$ cat src/rtl/kernel_sysid_timeout_cnt.sv
// kernel_sysid_timeout_cnt: saturating per-access cycle counter.
// Ports: clock/reset_n (async active-low); clear zeroes the count; enable
// advances it (holding at all-ones); expired is high once count >= LIMIT.
module kernel_sysid_timeout_cnt #(
    parameter int CNT_W = 16,
    parameter int LIMIT = 255
) (
    input  logic clock,
    input  logic reset_n,
    input  logic clear,
    input  logic enable,
    output logic expired
);

    localparam logic [CNT_W-1:0] LIM = LIMIT[CNT_W-1:0];

    logic [CNT_W-1:0] cnt;

    always_ff @(posedge clock or negedge reset_n) begin
        if (!reset_n)
            cnt <= '0;
        else if (clear)
            cnt <= '0;
        else if (enable && cnt != '1)
            cnt <= cnt + 1'b1;
    end

    assign expired = cnt >= LIM;

endmodule

$ cat config.mk
export PLATFORM = sky130hd
export DESIGN_NAME = kernel_sysid_timeout_cnt
export DESIGN_NICKNAME = d
export VERILOG_FILES = /design/src/rtl/kernel_sysid_timeout_cnt.sv
export SDC_FILE = /design/constraint.sdc
export NUM_CORES = 1
export LEC_CHECK = 0
export CAP_MARGIN = 15
export CELL_PAD_IN_SITES_DETAIL_PLACEMENT = 1
export CELL_PAD_IN_SITES_GLOBAL_PLACEMENT = 1
export CORE_MARGIN = 10
export CORE_UTILIZATION = 44
export DETAILED_ROUTE_END_ITERATION = 10
export PLACE_DENSITY = 0.71
export SYNTH_ARGS = -nofsm -noshare
export SYNTH_HDL_FRONTEND = slang
export SYNTH_SLANG_ARGS = --single-unit
$ cat constraint.sdc
create_clock -name clock -period 2 [get_ports clock]
set_input_delay 0.4 -clock clock [delete_from_list [all_inputs] [get_ports clock]]
set_output_delay 0.4 -clock clock [all_outputs]
set_load 0.03 [all_outputs]
### Word level (Yosys, flattened, before mapping)

Cells that the tools add are included.

* flip-flop bits (word level): 16
* input bits: 4
* output and inout port bits: 1
* logic and storage cells: 8

* add/subtract/negate cells: 1
* order comparisons: 1
* eq/ne operators: 1
* mux-type cells: 2
* reductions and logical operators: 2

Operator list (count)
* $mux 16: 2
* $add 16x1->16 const B: 1
* $ge 16x8->1 const B: 1
* $ne 16x16->1 const B: 1
* $reduce_bool 2->1: 1
* $logic_and 1x1->1: 1

### Depth between registers and ports, before layout

Gate-level depths: netlist of run 1.

* word-level depth: 4
* mapped depth: 5
* depth with buffers taken out: 5

### Worst setup path after synthesis of run 1

No wires, ideal clock.

* kind: reg-to-output
* from: register cnt[0]
* to: output port expired
* arrival time: 1.447 ns
* required time: 1.600 ns
* setup slack: 0.153 ns
* stages on the path, launching flop included: 4
* buffers on the path: 0
* path through: dfrtp_1 > ha_1 > nand4_1 > o211ai_1

* cells in the longest elaborated chain, start to end: 1

RTL lines
* start: declaration: line 17 `logic [CNT_W-1:0] cnt;`
* start signal: assignment: line 25 `cnt <= cnt + 1'b1;`
* $ge 16x8->1: line 28 `assign expired = cnt >= LIM;`
* end: declaration: line 12 `output logic expired`

No other way between the ends.

### Final worst setup path of run 1

* from: register cnt[1]
* to: output port expired

Same word-level chain as after synthesis.

==> results.txt, run 1 <==
Peak VDD IR: 0.323 mV
Switch Pwr: 122 µW
Complex-gate fraction of the synthesized area: 19.8%
Tot Pwr: 538 µW
H-tree depth: 1
WL/cell: 15.6 µm
Sw Ratio: 22.6%
Sink Count: 16
Sequential share of the synthesized area: 43.6%
CP endpoint kind: output port
Post-synthesis mux area share: 1.09%
Die Wd: 65.7 µm
Syn Inst Count: 95
DR pass1 iterations: 4
Largest net degree at the start of global routing: 17
Hpwl dp: 1620 µm
Worst Setup Start Kind: register
Start-to-end type of the worst setup path: reg -> out
Vias in the first global route: 894
XOR/XNOR share of the synthesized area: 1.91%
Critical path peak fanout: 4
FF+latch count, synth: 16
CTS tree: done
P_leak: 0.000418 µW
Worst Path Required: 1600 ps
Min Hold Slack: 445 ps
Max-slew violation count: 0
Max Cap Viol: 0
RSZ-0062 raised after global routing: yes
Worst-margin pin slew: 611 ps
FP Rows: 16
Main synth FF type: dfrtp_1
Worst Skew: 7.53 ps
Share of cells above drive strength 1: 22.1%
Area delta synth->final: 19.5%
Top Ports: 5
Fin. Hold Viols: 0
Initial DRC Count: 6
Total CTS buffers: 3
Top flop regs: cnt: 16 flops
Antenna violations before repair: 0
Initial core utilization: 46.3%
Crit path DAT: 1540 ps
N_diodes: 0
Die Ht: 65.7 µm
Worst-path clk slew: 90 ps
Mapped Area: 918 µm²
Worst skew pair latency: 280 ps
Slew Limit Headroom: 59.1%
Post-synth ARST share: 100%
Logic pwr share: 7.8%
Synth cell types: 31
Vias: 843
Post-Synth Simple-Gate Area: 28.5%
Min Tclk post-route: 1940 ps
EDFF count, synth: 0
Die area: 0.00431 mm²
Clock Power Share: 30.5%
Post-Syn Nets: 100
WL final: 2190 µm
CTS max path bufs: 2
Synth Warn #: 0
GRT Residual Overflow: 0
Main combinational cell family by area after synthesis: simple AND/OR/NAND/NOR gates
Post-Synth Adder-Cell Area: 1.36%
PwrDens: 490 mW/mm²
Ranking of synthesized cells by area: dfrtp_1 (44%), a21oi_1 (5.4%), nand4_1 (5.4%)
Seq pwr share: 61.7%
CTS root buffer: clkbuf_4
Routability Congestion: 0.767
Peak Freq: 0.514 GHz
Final ANT Viol Nets: 0
Final setup fails: 0
First-pass GRT wire length: 4000 µm
Final period util: 97.2%
NumNets Final: 120
# DRC: 0
Core ar.: 0.00198 mm²
Gr usage total: 11.5%
Syn Area/Cell: 9.67 µm²
Via-to-Cell Ratio: 6.02
Max reg flops: 16
Status: finished, final reports clean
PortBufs: 4
Most flops, register: cnt
Cell Int Power: 416 µW
Leading area contributor after synthesis: dfrtp_1
Top-area cell type share of the netlist area: 43.6%
Worst Hold Class: in -> async
## final timing paths
kind / start / end / slack (ps) / cells after the start
worst max-delay path: cnt[1] / expired / 60 / 5
min in group clock: cnt[4] / cnt[4] / 540 / 1
worst min register to register: cnt[4] / cnt[4] / 540 / 1
max in group asynchronous: reset_n / cnt[0] / 1360 / 2
worst min-delay path: reset_n / cnt[13] / 450 / 2
worst max register to register: cnt[1] / cnt[5] / 130 / 7
## logic make-up (layout without fill, tap and decap cells)
kind of cell | count (synthesis) | count (layout)
fa+ha+maj | 1 | 1
xor+xnor | 2 | 2
mux | 1 | 1
simple gates | 42 | 42
flops | 16 | 16
compound gates | 28 | 28
buf+inv | 5 | 23
## repair_timing
action | in CTS | in global routing
hold buffers | 0 | 0
endpoints found under the setup margin | 1 | 4
gates resized for setup | 0 | 2
buffers inserted | 1 | 0
pin swaps | 1 | 2
## cells in the mapped netlist (2+ instances only)
| library cell | count |
|---|---|
| or4_1 | 4 |
| nor4_1 | 3 |
| a21oi_1 | 10 |
| nand4_1 | 8 |
| nand2_1 | 7 |
| nor2_1 | 5 |
| o21ai_0 | 4 |
| xor2_1 | 2 |
| inv_1 | 2 |
| o31ai_1 | 6 |
| nor3_1 | 2 |
| o41ai_1 | 2 |
| or3_1 | 5 |
| o211ai_1 | 2 |
| a211oi_1 | 2 |
| dfrtp_1 | 16 |
## layout make-up
type	count	area (µm²)
Fill cell	231	885
Multi-Input combinational cell	74	490
Sequential cell	16	400
Timing Repair Buffer	18	143
Tap cell	27	33.8
Clock buffer	3	22.5
Inverter	2	7.51
## power by group through the flow
stage / clock (µW) / sequential, µW / combinational (µW)
final: 164 / 332 / 41.9
after detailed placement: 0 / 338 / 42.2
after floorplan: 0 / 338 / 13.2
after CTS: 176 / 332 / 42.5
after global placement: 0 / 337 / 39.7
after global routing: 187 / 333 / 47.9
## per-layer routing
| metal | wire [µm] | global-route usage, % | vias to the layer above |
|---|---|---|---|
| met3 | 73 | 2.71 | 2 |
| li1 | - | - | 416 |
| met4 | 19 | 5.88 | 0 |
| met1 | 996 | 13.6 | 416 |
| met2 | 1100 | 18.8 | 9 |
| met5 | 0 | 0 | - |
## worst max-delay path, stage by stage (launching register included)
cell and delay, ps:
dfrtp_1 410, ha_2 200, nand4_1 110, buf_4 160, o211ai_1 190, buf_4 200
## cell usage in the layout (no fill, tap or decap), drive strengths merged
master	n
dfrtp	16
buf	15
a21oi	10
nand4	8
nand2	7
o31ai	6
nor2	5
or4	5
or3	5
o21ai	4
nor4	4
clkbuf	3
clkdlybuf4s50	3
o211ai	2
inv	2
nor3	2
a211oi	2
o41ai	2
xor2	2
and4	2
nand3	1
nor2b	1
mux2i	1
o31a	1
o21ba	1
or2	1
or4b	1
ha	1
## through the flow
stage / cell area [µm²] / TNS [ps] / cells / worst slack, ps / utilization [%]
final: 1100 / 0 / 140 / 55.4 / 55.4
after global routing: 1100 / -79.1 / 140 / -79.1 / 55.4
after CTS: 1090 / 0 / 140 / 26.5 / 55.0
after detailed placement: 1060 / -1020 / 136 / -212 / 53.5
after global placement: 1060 / -874 / 136 / -183 / 53.5
after floorplan: 918 / 0 / 95 / 153 / -
(Power assumes the default switching activity.)
==> run 2: changes to the inputs <==
--- a/config.mk
+++ b/config.mk
@@ -5,13 +5,12 @@
 export SDC_FILE = /design/constraint.sdc
 export NUM_CORES = 1
 export LEC_CHECK = 0
-export CAP_MARGIN = 15
 export CELL_PAD_IN_SITES_DETAIL_PLACEMENT = 1
 export CELL_PAD_IN_SITES_GLOBAL_PLACEMENT = 1
 export CORE_MARGIN = 10
 export CORE_UTILIZATION = 44
 export DETAILED_ROUTE_END_ITERATION = 10
-export PLACE_DENSITY = 0.71
+export PLACE_DENSITY = 0.73
 export SYNTH_ARGS = -nofsm -noshare
 export SYNTH_HDL_FRONTEND = slang
 export SYNTH_SLANG_ARGS = --single-unit
==> run 2 against run 1 <==
  * Power hardly changed
  * Routed wire length is 3.6% higher
  * Hold slack lost 1.2 ps
  * Critical path type unchanged
  * Sequential share of layout area shrank 1.3 points
  * Largest cell class unchanged
==> results.txt, run 2 (synthesis gave the netlist of run 1 again) <==
DRT met1 WL: 1050 µm (was 996 µm)
Die Ht: 65.7 µm (unchanged)
Critical path peak fanout: 4 (unchanged)
Finished Layout Cells: 145 (was 140)
Worst Skew: 2.59 ps (was 7.53 ps)
RR Startpoint: cnt[1] (unchanged)
Routability Congestion: 0.754 (was 0.767)
Peak VDD IR: 0.286 mV (was 0.323 mV)
Area delta synth->final: 24.0% (was 19.5%)
Max Cap Viol: 0 (unchanged)
Worst-margin pin slew: 393 ps (was 611 ps)
Final period util: 96.4% (was 97.2%)
Slew Limit Headroom: 73.7% (was 59.1%)
CTS max path bufs: 2 (unchanged)
Via-to-Cell Ratio: 5.99 (was 6.02)
Top Ports: 5 (unchanged)
CTS root buffer: clkbuf_4 (unchanged)
H-tree depth: 1 (unchanged)
N_diodes: 0 (unchanged)
Share of cells above drive strength 1: 26.3% (was 22.1%)
P_leak: 0.000442 µW (was 0.000418 µW)
Peak Freq: 0.519 GHz (was 0.514 GHz)
DR pass1 iterations: 2 (was 4)
Largest net degree at the start of global routing: 17 (unchanged)
Tot Pwr: 538 µW (about the same)
Max Used Layer: met4 (unchanged)
Register area: 400 µm² (unchanged)
Vias in the first global route: 848 (was 894)
Crit path cell chain: ha_2, nand4_1, buf_4, o211ai_1, buf_4 (unchanged)
Core ar.: 0.00198 mm² (unchanged)
CTS tree: done (unchanged)
Post-Place Cells: 139 (was 136)
Cell family with most CP delay: flip-flops (unchanged)
Most frequent cells in the layout: buf_4 (20), dfrtp_1 (16), a21oi_1 (9) (was dfrtp_1 (16), buf_4 (15), a21oi_1 (10))
Fin. Hold Viols: 0 (unchanged)
Initial core utilization: 46.3% (unchanged)
Total CTS buffers: 3 (unchanged)
Start-to-end type of the worst setup path: reg -> out (unchanged)
Status: finished, final reports clean (unchanged)
Hpwl dp: 1670 µm (was 1620 µm)
GRT Residual Overflow: 0 (unchanged)
Vias: 868 (was 843)
Filler cells: 231 (unchanged)
Metal3 WL: 78 µm (was 73 µm)
Worst-path clk slew: 90 ps (about the same)
RSZ-0062 raised after global routing: yes (unchanged)
Flop-to-flop setup slack: 130 ps (about the same)
NumNets Final: 125 (was 120)
PortBufs: 4 (unchanged)
First-pass GRT wire length: 3920 µm (was 4000 µm)
Gr usage total: 11.2% (was 11.5%)
Worst Hold Class: in -> async (unchanged)
CP bufs+invs: 2 (unchanged)
FP Rows: 16 (unchanged)
Critical Path Max Stage Delay: 410 ps (about the same)
Antenna violations before repair: 0 (unchanged)
Critical path origin: cnt[1] (unchanged)
CP max-delay cell: dfrtp_1 (unchanged)
Final ANT Viol Nets: 0 (unchanged)
Top flop regs: cnt: 16 flops (unchanged)
Die area: 0.00431 mm² (unchanged)
Initial DRC Count: 44 (was 6)
Multi-input gate area: 494 µm² (was 490 µm²)
Met2 WL: 1130 µm (was 1100 µm)
Worst Setup Start Kind: register (unchanged)
Final setup fails: 0 (unchanged)
CP dominant cell by count: buf_4 (unchanged)
Max reg flops: 16 (unchanged)
Most flops, register: cnt (unchanged)
Crit path DAT: 1530 ps (was 1540 ps)
Most common cell after layout, fill and taps aside: buf_4 (was dfrtp_1)
WL/cell: 15.6 µm (about the same)
Worst Path Required: 1600 ps (about the same)
Post-CTS Hold Fix Bufs: 0 (unchanged)
Sink Count: 16 (unchanged)
Worst skew pair latency: 270 ps (was 280 ps)
Die Wd: 65.7 µm (unchanged)
Min Tclk post-route: 1930 ps (was 1940 ps)
# DRC: 0 (unchanged)
CP endpoint kind: output port (unchanged)
WL final: 2270 µm (was 2190 µm)
PwrDens: 472 mW/mm² (was 490 mW/mm²)
Max-slew violation count: 0 (unchanged)
Final core occ: 57.4% (was 55.4%)
[run 2: cell count changes in the layout (fill, tap and decap cells not counted)]
cell | before | now
buf_4 | 15 | 20
a21oi_1 | 10 | 9
a21oi_2 | 0 | 1
[run 2: path summary, 6_finish.rpt]
kind / end / depth (start not counted)
max in group asynchronous: cnt[2] / 2
worst min register to register: cnt[4] / 1
worst max-delay path: expired / 5
worst max register to register: cnt[5] / 7
worst min-delay path: cnt[13] / 2
min in group clock: cnt[4] / 1
[run 2: repair_timing]
item,in CTS,in global routing
setup buffers,1,2
resized for setup,0,3
endpoints found under the setup margin,1,7
pin swaps,1,3
hold endpoints to repair,0,0
[run 2: layer usage]
| metal | global-route usage (%) | vias up |
|---|---|---|
| li1 | - | 426 |
| met1 | 13.6 | 434 |
| met2 | 18.4 | 6 |
| met3 | 2.71 | 2 |
| met4 | 4.55 | 0 |
| met5 | 0 | - |
[run 2: area by class of cell]
class / count / share of cell area, %
flip-flops and latches: 16 / 35.2
inverters: 2 / 0.659
clock buffers: 3 / 1.98
multi-input cells: 74 / 43.4
repair buffers: 23 / 15.8
well taps: 27 / 2.97
[run 2: metrics by stage]
step	hold slack (ps)	TNS [ps]	instance area, µm²	setup slack (ps)
4_1_cts	444	0	1110	60.5
5_1_grt	448	-49.6	1140	-49.6
2_1_floorplan	104	0	918	153
6_report	444	0	1140	71.4
3_5_place_dp	533	-1140	1080	-219
3_3_place_gp	514	-881	1080	-175
[run 2: worst reg2reg max path: cells and delay by family, from the launching register on]
family,cells,cell delay [ps]
AOI/OAI and AO/OA,1,150
adders and majority gates,1,210
and+or+nand+nor,3,690
buffers and inverters,2,320
DFF,1,420
[run 2: power breakdown]
| group | switching, µW | internal (µW) | leakage [µW] | total, µW |
|---|---|---|---|---|
| combinational | 23.6 | 22.9 | 0.000207 | 46.5 |
| clock | 89.7 | 69.7 | 0.0000138 | 159 |
| sequential | 4.39 | 327 | 0.000222 | 332 |
| total | 118 | 420 | 0.000442 | 538 |
